**config.mk**
```make
export PLATFORM = sky130hd
export DESIGN_NAME = pipeline_stall_ctrl
export DESIGN_NICKNAME = d
export VERILOG_FILES = /design/src/rtl/pipeline_stall_ctrl_pkg.sv /design/src/rtl/pipeline_stall_ctrl_sat_counter.sv /design/src/rtl/pipeline_stall_ctrl.sv
export SDC_FILE = /design/constraint.sdc
export NUM_CORES = 1
export LEC_CHECK = 0
export ABC_AREA = 1
export BUFFER_PORTS_ARGS = -buffer_cell sky130_fd_sc_hd__buf_2
export CORE_ASPECT_RATIO = 1.4
export CORE_MARGIN = 4
export CORE_UTILIZATION = 35
export CTS_BUF_LIST = sky130_fd_sc_hd__clkbuf_16
export CTS_CLUSTER_DIAMETER = 50
export DETAILED_ROUTE_END_ITERATION = 8
export MAX_ROUTING_LAYER = met4
export PLACE_DENSITY = 0.78
export SYNTH_ARGS = -nofsm -noshare
export SYNTH_HDL_FRONTEND = slang
export SYNTH_SLANG_ARGS = --single-unit
```
**constraint.sdc**
```tcl
create_clock -name clk -period 1.15 [get_ports clk]
set_input_delay 0.0575 -clock clk [delete_from_list [all_inputs] [get_ports clk]]
set_output_delay 0.0575 -clock clk [all_outputs]
set_load 0.1 [all_outputs]
```
**src/rtl/pipeline_stall_ctrl_pkg.sv**
```systemverilog
// pipeline_stall_ctrl_pkg: shared state encodings, stall counter width and default cycle lengths.
package pipeline_stall_ctrl_pkg;
    typedef enum logic [1:0] {
        ST_RUN      = 2'd0,
        ST_LU_STALL = 2'd1,
        ST_MEM_WAIT = 2'd2,
        ST_FLUSH    = 2'd3
    } state_t;
    localparam int CNT_BITS         = 8;
    localparam int DEF_LU_CYCLES    = 1;
    localparam int DEF_FLUSH_CYCLES = 2;
    typedef logic [CNT_BITS-1:0] cnt_t;
    function automatic cnt_t init_cnt(input int cycles);
        return cnt_t'(cycles - 1);
    endfunction
endpackage

```
**src/rtl/pipeline_stall_ctrl_sat_counter.sv**
```systemverilog
// sat_counter: event counter that sticks at all-ones instead of wrapping.
module sat_counter #(
    parameter int W = 16
) (
    input  logic         clk,
    input  logic         rst_n,
    input  logic         inc,
    output logic [W-1:0] q
);
    logic [W-1:0] r_q;
    always_ff @(posedge clk or negedge rst_n) begin
        if (!rst_n)
            r_q <= '0;
        else if (inc && r_q != '1)
            r_q <= r_q + W'(1);
    end
    assign q = r_q;
endmodule

```
**src/rtl/pipeline_stall_ctrl.sv**
```systemverilog
// pipeline_stall_ctrl: turns load-use, memory-wait and branch requests into pipeline stage enables.
// Define STALL_PERF_CNT_EN to add saturating stall/flush cycle counters (tied to 0 otherwise).
module pipeline_stall_ctrl
    import pipeline_stall_ctrl_pkg::*;
#(
    parameter int PC_W         = 32,
    parameter int LU_CYCLES    = DEF_LU_CYCLES,
    parameter int FLUSH_CYCLES = DEF_FLUSH_CYCLES,
    parameter int CNT_W        = 16
) (
    input  logic             clk,
    input  logic             rst_n,
    input  logic             stall_req_i,
    input  logic             mem_busy_i,
    input  logic             branch_taken_i,
    input  logic [PC_W-1:0]  branch_target_i,
    output logic             pc_en_o,
    output logic             pc_load_o,
    output logic [PC_W-1:0]  pc_load_val_o,
    output logic             ifid_en_o,
    output logic             ifid_flush_o,
    output logic             idex_bubble_o,
    output logic             exmem_en_o,
    output logic [1:0]       state_o,
    output logic [CNT_W-1:0] stall_cnt_o,
    output logic [CNT_W-1:0] flush_cnt_o
);
    state_t r_state, r_ret, w_eff, w_state_nx, w_ret_nx;
    cnt_t   r_cnt, w_cnt_nx;

    // MEM_WAIT is transparent once memory is ready: behave as the state it interrupted.
    assign w_eff = (r_state == ST_MEM_WAIT) ? r_ret : r_state;

    always_ff @(posedge clk or negedge rst_n) begin
        if (!rst_n) begin
            r_state <= ST_RUN;
            r_ret   <= ST_RUN;
            r_cnt   <= '0;
        end else begin
            r_state <= w_state_nx;
            r_ret   <= w_ret_nx;
            r_cnt   <= w_cnt_nx;
        end
    end

    always_comb begin
        w_state_nx = w_eff;
        w_ret_nx   = r_ret;
        w_cnt_nx   = r_cnt;
        if (mem_busy_i) begin
            w_state_nx = ST_MEM_WAIT;
            w_ret_nx   = (r_state == ST_MEM_WAIT) ? r_ret : r_state;
        end else if (branch_taken_i) begin
            w_cnt_nx   = init_cnt(FLUSH_CYCLES);
            w_state_nx = (FLUSH_CYCLES == 1) ? ST_RUN : ST_FLUSH;
        end else if (w_eff == ST_RUN) begin
            if (stall_req_i) begin
                w_cnt_nx   = init_cnt(LU_CYCLES);
                w_state_nx = (LU_CYCLES == 1) ? ST_RUN : ST_LU_STALL;
            end
        end else begin
            w_cnt_nx   = r_cnt - cnt_t'(1);
            w_state_nx = (r_cnt == cnt_t'(1)) ? ST_RUN : w_eff;
        end
    end

    always_comb begin
        pc_en_o       = 1'b0;
        pc_load_o     = 1'b0;
        ifid_en_o     = 1'b0;
        ifid_flush_o  = 1'b0;
        idex_bubble_o = 1'b0;
        exmem_en_o    = 1'b0;
        if (!rst_n) begin
            ifid_flush_o  = 1'b1;
            idex_bubble_o = 1'b1;
        end else if (mem_busy_i) begin
        end else if (branch_taken_i) begin
            pc_en_o       = 1'b1;
            pc_load_o     = 1'b1;
            ifid_flush_o  = 1'b1;
            idex_bubble_o = 1'b1;
            exmem_en_o    = 1'b1;
        end else if (w_eff == ST_FLUSH) begin
            pc_en_o       = 1'b1;
            ifid_flush_o  = 1'b1;
            idex_bubble_o = 1'b1;
            exmem_en_o    = 1'b1;
        end else if (w_eff == ST_LU_STALL || stall_req_i) begin
            idex_bubble_o = 1'b1;
            exmem_en_o    = 1'b1;
        end else begin
            pc_en_o       = 1'b1;
            ifid_en_o     = 1'b1;
            exmem_en_o    = 1'b1;
        end
    end

    assign pc_load_val_o = pc_load_o ? branch_target_i : '0;
    assign state_o       = rst_n ? r_state : ST_RUN;

`ifdef STALL_PERF_CNT_EN
    sat_counter #(.W(CNT_W)) u_stall_cnt (
        .clk   (clk),
        .rst_n (rst_n),
        .inc   (!pc_en_o),
        .q     (stall_cnt_o)
    );
    sat_counter #(.W(CNT_W)) u_flush_cnt (
        .clk   (clk),
        .rst_n (rst_n),
        .inc   (ifid_flush_o),
        .q     (flush_cnt_o)
    );
`else
    assign stall_cnt_o = '0;
    assign flush_cnt_o = '0;
`endif
endmodule

```
**After elaboration in Yosys (flattened, before gate mapping)**

Index checks and enable logic that the tools add are counted.

- Register bits: 12
- Input bits: 37
- Output and inout bits: 72
- Word-level logic and storage cells: 47

- Add/subtract/negate cells: 1
- Equality and inequality tests: 5
- Mux-type cells: 34
- Bitwise operators: 1
- Reductions and logical operators: 3

Operators by type and width:

| kind | number |
|---|---|
| two-way mux 32 bit | 1 |
| two-way mux 8 bit | 3 |
| two-way mux 1 bit | 23 |
| two-way mux 2 bit | 7 |
| equality test 8 x 1 -> 1 bit, second input constant | 1 |
| subtractor 8 x 1 -> 8 bit, second input constant | 1 |
| equality test 2 bit, second input constant | 2 |
| != test 3 bit, second input constant | 1 |
| equality test 2 x 1 -> 1 bit, second input constant | 1 |
| logical NOT 2 bit | 1 |
| AND reduction 2 bit | 1 |
| logical OR 1 bit | 1 |
| NOT 1 bit | 1 |

**Longest topological paths before layout**

- Depth after elaboration: 9
- Mapped depth: 8
- Gate-level depth less buffers: 8

**Worst setup path after synthesis**

OpenSTA, ideal clock, no wires.

- Path type: reg2out
- From: register r_state[1]
- To: output ifid_flush_o
- Arrival: 2793 ps
- Required time: 1092 ps
- Path slack: -1701 ps
- Stages on the path, launching flop included: 5
- Path buffers: 0
- Cells stage by stage: dfrtp_1 -> a21oi_4 -> inv_1 -> a21oi_1 -> o21ai_0

- Longest elaborated chain between the ends: 7

RTL lines:

| element | RTL line | source |
|---|---|---|
| start: declaration | pipeline_stall_ctrl.sv:28 | `state_t r_state, r_ret, w_eff, w_state_nx, w_ret_nx;` |
| start signal: assignment | pipeline_stall_ctrl.sv:40 | `r_state <= w_state_nx;` |
| equality test 2 bit | pipeline_stall_ctrl.sv:32 | `assign w_eff = (r_state == ST_MEM_WAIT) ? r_ret : r_state;` |
| two-way mux 2 bit * | - |  |
| equality test 2 bit * | pipeline_stall_ctrl.sv:84 | `end else if (w_eff == ST_FLUSH) begin` |
| two-way mux 1 bit * | pipeline_stall_ctrl.sv:84 |  |
| two-way mux 1 bit * | pipeline_stall_ctrl.sv:78 | `end else if (branch_taken_i) begin` |
| two-way mux 1 bit * | pipeline_stall_ctrl.sv:77 | `end else if (mem_busy_i) begin` |
| two-way mux 1 bit * | pipeline_stall_ctrl.sv:74 | `if (!rst_n) begin` |
| end: declaration | pipeline_stall_ctrl.sv:21 | `output logic ifid_flush_o,` |

Mark *: on every way between the ends. The rest lies on a longest branch, timed or not.

**Final worst setup path**

- From: register r_ret[0]
- To: output pc_en_o

- Longest elaborated chain between the ends: 8
- Elaborated cells on any way between the ends: 9
- Those cells by class: 2 x eq/ne; 6 x mux; 1 x reduce/logical

RTL lines:

| element | RTL line | source |
|---|---|---|
| start: declaration | pipeline_stall_ctrl.sv:28 |  |
| start signal: assignment | pipeline_stall_ctrl.sv:41 | `r_ret <= w_ret_nx;` |
| two-way mux 2 bit * | - |  |
| equality test 2 x 1 -> 1 bit | pipeline_stall_ctrl.sv:89 | `end else if (w_eff == ST_LU_STALL \|\| stall_req_i) begin` |
| logical OR 1 bit | pipeline_stall_ctrl.sv:89 |  |
| two-way mux 1 bit | pipeline_stall_ctrl.sv:89 |  |
| two-way mux 1 bit * | pipeline_stall_ctrl.sv:84 |  |
| two-way mux 1 bit * | pipeline_stall_ctrl.sv:78 |  |
| two-way mux 1 bit * | pipeline_stall_ctrl.sv:77 |  |
| two-way mux 1 bit * | pipeline_stall_ctrl.sv:74 |  |
| end: declaration | pipeline_stall_ctrl.sv:17 | `output logic pc_en_o,` |

Marked as above.

==> results.yml <==
floorplan:
  floorplan.die.width_um: 59.7
  start_util_pct: 35.9
  die-area_mm2: 0.00480
  die_y_um: 80.4
  coreArea_mm2: 0.00364
  io_pins: 109
  rows: 26
worst_hold_path:
  hp-start: "mem_busy_i"
  min_to: "r_state[0]"
  worst_hold_path.num_cells: 3
  hold_path.class: "in -> reg"
routing:
  avgRoutedWirePerCell_um: 14.3
  final_antenna_net_count: 0
  vias_per_cell: 4.55
  num_vias: 1626
  drt_iter0_markers: 60
  drc: 0
  drt_first_pass_iters: 4
  wl_um: 5120
sta:
  setup_violations: 12
  whs_ns: 0.195
  min_period_ns: 1.64
  clock.fmax_ghz: 0.608
  worstMarginPinSlew_ns: 0.587
  slew_violations: 0
  slew_headroom_pct: 60.7
  rsz0062_at_grt: "yes"
  hold_viol_final: 0
  finalClockSkew_ns: 0.000964
  fin_ws_ns: -0.494
  timing.final.crit_share_pct: 143
yosys:
  synth_top_area_share_pct: 22.9
  synth_xor_area_share_pct: 0.669
  synth_compound_area_share_pct: 7.07
  syn_avg_cell_area_um2: 6.06
  synth_top_cell_by_area: "dfrtp_1"
  syn_inst: 216
  synthMuxAreaShare_pct: 0
  synth_area_leaders: "dfrtp_1 23%, buf_4 18%, inv_1 15%"
  synth_warnings: 0
  yosysUniqueCellTypes: 22
  synth_fa_ha_area_share_pct: 1.91
  synth_simple_gate_area_share_pct: 31.7
  netlist_area_mm2: 0.00131
  synth_top_family_by_area: "buffers and inverters"
  ys_ff_latch: 12
  seq_area_frac_synth_pct: 22.9
global_route:
  grt_start_max_net_pins: 20
  grt_overflow: 0
  antenna_found_initial: 0
  grt_pass1_vias: 1683
  grtUsageTotal_pct: 21.4
  grt_pass1_wl_um: 7690
place:
  dp_slack_ns: -0.186
  dpl.cell_count: 345
  dp_hpwl_um: 4000
  gp_congestion: 0.911
  portBuffers: 76
setup_path:
  rr_worst_depth: 8
  r2r_start: "r_ret[0]"
  r2r_setup_slack_ns: -0.27
  crit_path_start_kind: "flip-flop"
  worstSetupPathType: "reg -> out"
  crit_path_end_kind: "output pin"
  arrival_ns: 1.59
  rr_endpoint: "r_cnt[1]"
  cp_max_fo: 3
  required_ns: 1.09
power_and_ir_drop:
  ir_drop_uv: 1360
  leakage_uw: 0.00146
  power_density_mw_per_mm2: 1330
final_layout:
  areaGrowthSynthToFinish_pct: 123
  fin_cells: 357
  antennaDiodeCount: 0
  drive_gt1_share_pct: 56.5
  final_common_cell: "inv_1"
  final_cell_mix: "46 x inv_1, 42 x buf_12, 36 x buf_2"
  fin_nets: 355
cts:
  cts.sinks: 12
  path_clk_slew_ns: 0.04
  insertion_delay_ns: 0.24
  cts_buffer_depth: 2
  root_buffer: "clkbuf_16"
  htree_levels: 1
  cts_tree: "yes"
  cts_made_buffers: 3
status:
  failed_checks: "negative setup slack"
  status: "finished, violations left"
job:
  maxCapViolCount: 0
-- how the worst max path moves through the flow --
stage                    start                 to  slack (ns)  cells past startpoint
floorplan                rst_n  pc_load_val_o[10]       -0.51                      5
global placement    r_state[0]            pc_en_o       -0.11                      7
detailed placement  r_state[0]            pc_en_o       -0.19                      7
CTS                 r_state[1]            pc_en_o       -0.43                      7
global route        r_state[1]            pc_en_o       -0.57                      7
finish                r_ret[0]            pc_en_o       -0.49                      7
-- per-layer routing --
layer	GRT usage [%]	up-vias	wire, µm
met5	-	-	0
met4	9.76	0	174
met3	4.82	15	521
met2	40.8	103	2830
met1	19.1	740	1590
li1	-	768	-
-- where the power goes --
| group | switching (µW) | internal [µW] | leakage (µW) |
|---|---|---|---|
| combinational | 1710 | 817 | 0.00127 |
| clock | 180 | 457 | 0.0000385 |
| sequential | 160 | 549 | 0.000148 |
-- critical path, cell delays in order, from the launching register on --
cell	delay, ns
dfrtp_1	0.41
a21oi_4	0.19
inv_2	0.07
a21oi_2	0.13
o21ai_1	0.08
nand2_1	0.14
clkinvlp_4	0.14
buf_12	0.18
-- sequential cells by signal, summed over array words and instances, names as in the netlist --
register,count
r_cnt,8
r_ret,2
r_state,2
-- Yosys cell counts --
master   instances
a21oi_1          3
a21oi_4          1
buf_2            4
buf_4           32
conb_1           1
dfrtp_1         12
ha_1             2
inv_1           53
inv_2            1
nand2_1         29
nand2_2          1
nand2_4          1
nand3_1         11
nand3_4          1
nand4_1          5
nor2_1          45
nor2_2           1
nor3_1           2
o21ai_0          7
o21ai_1          2
o21ai_4          1
xor2_1           1
-- metrics by stage --
stage	cell area, µm²	util (%)	setup TNS, ns	power, µW
2_1_floorplan	1750	-	-16.75	2310
3_3_place_gp	2650	72.6	-0.907	2810
3_5_place_dp	2650	72.6	-1.31	2860
4_1_cts	2840	78.0	-2.79	3690
5_1_grt	2910	79.9	-3.90	4100
6_report	2910	79.9	-3.11	3870
-- cells by family (layout without fill, tap and decap cells) --
family                   after synthesis  count (layout)
adder cells (fa/ha/maj)                2               2
XOR/XNOR                               1               1
buffers and inverters                 90             157
AND/OR/NAND/NOR                       96              97
flip-flops                            12              12
other                                  1              32
AO/OA/AOI/OAI                         14              14
-- what timing repair did --
| action | 4_1_cts | 5_1_grt |
|---|---|---|
| setup buffers | 4 | 3 |
| hold endpoints to repair | 12 | 0 |
| setup endpoints to repair | 14 | 14 |
| cloned | 1 | 0 |
| pin swaps | 3 | 5 |
| hold buffers | 1 | 0 |
| gates resized for setup | 22 | 19 |
-- layout make-up --
| class | instances | area, µm² |
|---|---|---|
| Multi-Input combinational cell | 146 | 1070 |
| Clock inverter | 1 | 3.75 |
| Timing Repair Buffer | 99 | 1200 |
| Inverter | 54 | 213 |
| Fill cell | 194 | 731 |
| Clock buffer | 3 | 75.1 |
| Sequential cell | 12 | 303 |
| Tap cell | 42 | 52.6 |
Power figures use the tool's default switching activity.
